--- config.mk ---
export PLATFORM = sky130hd
export DESIGN_NAME = mem_bus_arbiter
export DESIGN_NICKNAME = d
export VERILOG_FILES = /design/src/rtl/mem_arb_pkg.sv /design/src/rtl/rr_pick.sv /design/src/rtl/mem_bus_arbiter.sv
export SDC_FILE = /design/constraint.sdc
export NUM_CORES = 1
export LEC_CHECK = 0
export ABC_AREA = 1
export CELL_PAD_IN_SITES_DETAIL_PLACEMENT = 0
export CELL_PAD_IN_SITES_GLOBAL_PLACEMENT = 2
export CORE_MARGIN = 2
export CORE_UTILIZATION = 18
export DETAILED_ROUTE_END_ITERATION = 12
export PLACE_DENSITY_LB_ADDON = 0.05
export RECOVER_POWER = 25
export SKIP_LAST_GASP = 1
export SLEW_MARGIN = 30
export SYNTH_ARGS = -nofsm -noshare
export SYNTH_HDL_FRONTEND = slang
export SYNTH_SLANG_ARGS = --single-unit
--- constraint.sdc ---
create_clock -name clk -period 4 [get_ports clk]
set_clock_uncertainty 0.1 [all_clocks]
set_input_delay 1.2 -clock clk [delete_from_list [all_inputs] [get_ports clk]]
set_output_delay 1.2 -clock clk [all_outputs]
set_load 0.02 [all_outputs]
--- src/rtl/mem_arb_pkg.sv ---
// mem_arb_pkg: shared arbiter state encoding and default CPU bus widths
package mem_arb_pkg;
    typedef enum logic {S_IDLE, S_LOCKED} state_t;
    localparam int BUS_AW = 8;
    localparam int BUS_DW = 8;
endpackage

--- src/rtl/rr_pick.sv ---
// rr_pick: combinational round-robin search from ptr upward, wrapping modulo N
module rr_pick #(
    parameter int N  = 4,
    parameter int PW = (N > 1) ? $clog2(N) : 1
) (
    input  logic [N-1:0]  req,
    input  logic [PW-1:0] ptr,
    output logic [N-1:0]  gnt,
    output logic [PW-1:0] idx
);
    logic [PW-1:0] c;
    // Scanning from farthest to nearest lets the nearest requester overwrite the result
    always_comb begin
        gnt = '0;
        idx = '0;
        c = '0;
        for (int k = N - 1; k >= 0; k--) begin
            c = PW'((int'(ptr) + k) % N);
            if (req[c]) begin
                gnt = '0;
                gnt[c] = 1'b1;
                idx = c;
            end
        end
    end
endmodule

--- src/rtl/mem_bus_arbiter.sv ---
// mem_bus_arbiter: round-robin RAM arbiter with bounded locked bursts
module mem_bus_arbiter
    import mem_arb_pkg::*;
#(
    parameter int NREQ      = 4,
    parameter int AW        = BUS_AW,
    parameter int DW        = BUS_DW,
    parameter int MAX_BURST = 16,
    parameter int PW        = (NREQ > 1) ? $clog2(NREQ) : 1
) (
    input  logic               clk,
    input  logic               reset,
    input  logic [NREQ-1:0]    req,
    input  logic [NREQ-1:0]    lock,
    input  logic [NREQ-1:0]    we,
    input  logic [NREQ*AW-1:0] addr,
    input  logic [NREQ*DW-1:0] wdata,
    output logic [NREQ-1:0]    gnt,
    output logic [NREQ-1:0]    rvalid,
    output logic [DW-1:0]      rdata,
    output logic [AW-1:0]      mem_addr,
    output logic [DW-1:0]      mem_wdata,
    output logic               mem_we,
    input  logic [DW-1:0]      mem_rdata,
    output logic [PW-1:0]      owner,
    output logic               locked
);
    localparam int CW = $clog2(MAX_BURST);
    state_t state, state_n;
    logic [PW-1:0] ptr, ptr_n, owner_n, pick_idx, idx;
    logic [NREQ-1:0] pick_gnt;
    logic [CW-1:0] count, count_n;
    logic xfer;
    function automatic logic [PW-1:0] wrap_inc(input logic [PW-1:0] i);
        return (int'(i) == NREQ - 1) ? '0 : i + 1'b1;
    endfunction
    rr_pick #(.N(NREQ), .PW(PW)) u_pick (
        .req(req),
        .ptr(ptr),
        .gnt(pick_gnt),
        .idx(pick_idx)
    );
    always_ff @(posedge clk) begin
        if (reset) begin
            state  <= S_IDLE;
            ptr    <= '0;
            owner  <= '0;
            count  <= '0;
            rvalid <= '0;
            locked <= 1'b0;
        end else begin
            state  <= state_n;
            ptr    <= ptr_n;
            owner  <= owner_n;
            count  <= count_n;
            rvalid <= (xfer && !we[idx]) ? gnt : '0;
            locked <= state_n == S_LOCKED;
        end
    end
    // Burst count runs every locked cycle so an idle owner cannot hog the bus
    always_comb begin
        state_n = state;
        ptr_n   = ptr;
        owner_n = owner;
        count_n = count;
        if (state == S_IDLE) begin
            if (xfer) begin
                ptr_n = wrap_inc(idx);
                if (lock[idx]) begin
                    state_n = S_LOCKED;
                    owner_n = idx;
                    count_n = '0;
                end
            end
        end else begin
            count_n = count + 1'b1;
            if ((xfer && !lock[owner]) || count == CW'(MAX_BURST - 1)) begin
                state_n = S_IDLE;
                ptr_n   = wrap_inc(owner);
                owner_n = '0;
                count_n = '0;
            end
        end
    end
    // Grants only ever go to requesting masters, so any grant bit means a transfer
    always_comb begin
        idx       = (state == S_LOCKED) ? owner : pick_idx;
        gnt       = reset ? '0 : (state == S_LOCKED) ? (NREQ'(req[owner]) << owner) : pick_gnt;
        xfer      = |gnt;
        mem_addr  = xfer ? addr[idx*AW +: AW] : '0;
        mem_wdata = xfer ? wdata[idx*DW +: DW] : '0;
        mem_we    = xfer & we[idx];
        rdata     = mem_rdata;
    end
endmodule
==> metrics.cfg <==
[status]
status=finished, violations left
violations=negative setup slack

[die]
die_height_um=110
row_count=38
die-area_um2=12200
die_w_um=110
io_pins=122
start_util=0.186
core_um2=10900

[power]
pwr-share-seq=0.046
p_sw_mw=2.08
vdd_drop_max_mv=0.488
power_frac_comb=0.908
powerDensity_nw_per_um2=1030
pwr-share-clk=0.047
internal_power_mw=2.04
switching_share=0.505
p_leak_nw=1.91

[critical_path]
crit_path_top_delay_cell=buf_16
crit_type=primary input to output pin
cp.depth=18
crit_top_cell=nand2_2
arrival_ns=2.79
crit_buf_inv=6
reg2reg_depth=21
cp.required_ns=2.70
reg2reg_from=ptr[0]
crit_chain=buf_6 > inv_6 > nand2_4 > nand3_4 > nand2_4 > buf_12 > a21oi_2 > nand2_1 > nand2_1 > nand2_2 > nand2_2 > nand2_2 > nand2_2 > nand3_4 > buf_16 > nand2_2 > inv_2 > buf_6
path_delay_family=simple AND/OR/NAND/NOR gates
rrSetupSlack_ns=1.30
critical_path.max_stage_delay_ns=0.20
critPathMaxFanout=7
worstSetupStartpointType=primary input
r2r-end=count[3]
cp-end-kind=output pin

[timing]
maxSlewViolCount=0
hold_violations=0
setup-tns-final_ns=-1.30
post-route-period-util=1.02
tightest_slew_ns=0.255
rsz0062_at_grt=yes
setup_violations=17
fin_crit_ns=4.09
maxSlewHeadroom=0.830
fin_ws_ns=-0.0934
fmax_mhz=244

[finish]
layout.cells.non_filler=625
area_growth_pct=97.0
drive_gt1_frac=0.365
final_common_cell=clkdlybuf4s50_1
n_fill_cell=1207
final_cell_mix=76 x clkdlybuf4s50_1, 46 x nand2_1, 44 x nor2_1
num_antenna_cells=0
final_nets=581

[place]
gp_congestion=0.746
port_buffers=105
post-place-ws_ns=-1.03
hpwl_um=6180
placedCellCount=613

[clock_tree]
cts_tree=built
cts_root_buf=clkbuf_16
clk_latency_ns=0.24
numCtsBuffers=3
clock_sinks=13
clk_pin_slew_ns=0.04
htree_num_levels=1
cts_buffer_depth=2
cts_hold_buffers=0

[routing]
drt-initial-drc-count=43
wire_per_inst_um=12.8
drc=0
drt_pass1_iterations=4
vias=2656
postRouteWirelength_um=7970
antenna_left=0
routed_via_density=4.25

[min_path]
min_to=count[1]
hold_start=count[1]
min_path_cells=2
hold_path_class=register to register

[logic_synthesis]
synthTopCellsByArea=nand2_1 14%, dfxtp_1 13%, nor2_1 8.1%
synthesis.area_um2=2040
syn_area_per_cell_um2=5.83
synth.ff_latch_count=13
yosysTopAreaCellShare=0.136
yosys_warnings=0
syn_inst=349
synth_cell_types=28
synthesis.nets=444
ys_seq_area_frac=0.128
synth_top_cell_by_area=nand2_1

[grt]
gr-total-overflow=0
grt_max_degree=19
antenna_found_initial=0
grt_usage=0.132
grt_pass1_vias=2593
grt_pass1_wl_um=12700

[run]
maxCapViolCount=0

==> cell families after synthesis <==
logic type	synth area share
buffers and inverters	0.185
xor gates and xnor gates	0.0129
and+or+nand+nor	0.410
AOI/OAI and AO/OA	0.209
adders and majority gates	0.0553
DFF	0.128
==> metal layers <==
metal  track usage  up-vias  wire (um)
met4        0.0241        0         52
met2         0.224       80       3850
met5             0        -          0
li1              -     1386          -
met3        0.0394        4        654
met1         0.166     1186       3410
==> area by class of cell <==
type | count | area (um2) | area share
inverter | 49 | 216 | 0.0540
multi-input combinational | 262 | 1660 | 0.413
clock buffer | 4 | 78.8 | 0.0197
tap | 140 | 175 | 0.0437
timing repair buffer | 157 | 1620 | 0.405
sequential | 13 | 260 | 0.0649
==> flip-flops by register name (all words and copies together), names as in the netlist <==
register and cells:
count 4, ptr 2, owner 2, rvalid 4, state 1
==> cell usage after synthesis <==
| cell type | number |
|---|---|
| nand2_1 | 74 |
| nand3_2 | 7 |
| buf_2 | 6 |
| o21ai_1 | 5 |
| nand3_4 | 2 |
| nand3_1 | 24 |
| buf_6 | 2 |
| nand4_1 | 2 |
| nor2_1 | 44 |
| ha_1 | 9 |
| o22ai_1 | 16 |
| clkbuf_1 | 2 |
| xnor2_1 | 1 |
| buf_8 | 1 |
| a21oi_2 | 2 |
| inv_6 | 1 |
| o21ai_0 | 32 |
| o211ai_2 | 1 |
| xor2_1 | 2 |
| inv_4 | 3 |
| dfxtp_1 | 13 |
| a21oi_1 | 22 |
| inv_2 | 4 |
| buf_4 | 14 |
| or2_1 | 1 |
| nand2_4 | 7 |
| inv_1 | 41 |
| nand2_2 | 11 |
==> power groups by stage <==
stage	logic [mW]	registers [mW]	clock network, mW
floorplan	1.73	0.224	0
global placement	3.14	0.192	0
detailed placement	3.10	0.192	0
CTS	3.56	0.190	0.196
global route	4.09	0.194	0.203
finish	3.73	0.188	0.192
==> how the worst max path moves through the flow <==
stage                 from            to
CTS                 req[2]  mem_wdata[1]
detailed placement  req[0]  mem_wdata[1]
finish              req[0]   mem_addr[4]
global placement    req[0]  mem_wdata[1]
global route        req[1]  mem_wdata[1]
floorplan           req[2]   mem_addr[4]
==> tightest hold or removal path: stages (launching register included) <==
cell     delay [ns]
dfxtp_1        0.32
nand3_1        0.08
a21oi_1        0.06
==> per-stage QoR <==
stage / instance area (um2) / hold slack (ns) / util / total power, mW
2_1_floorplan: 2040 / 0.378 / - / 1.96
3_3_place_gp: 3540 / 0.393 / 0.323 / 3.33
3_5_place_dp: 3540 / 0.399 / 0.323 / 3.29
4_1_cts: 3830 / 0.405 / 0.350 / 3.94
5_1_grt: 4010 / 0.441 / 0.367 / 4.48
6_report: 4010 / 0.413 / 0.367 / 4.11
==> timing repair <==
item,4_1_cts,5_1_grt
resized for setup,182,48
buffers inserted,4,2
gates cloned,2,0
pin swaps,25,26
setup endpoints to repair,21,19
Note: power is estimated with default switching activity, not from simulation.
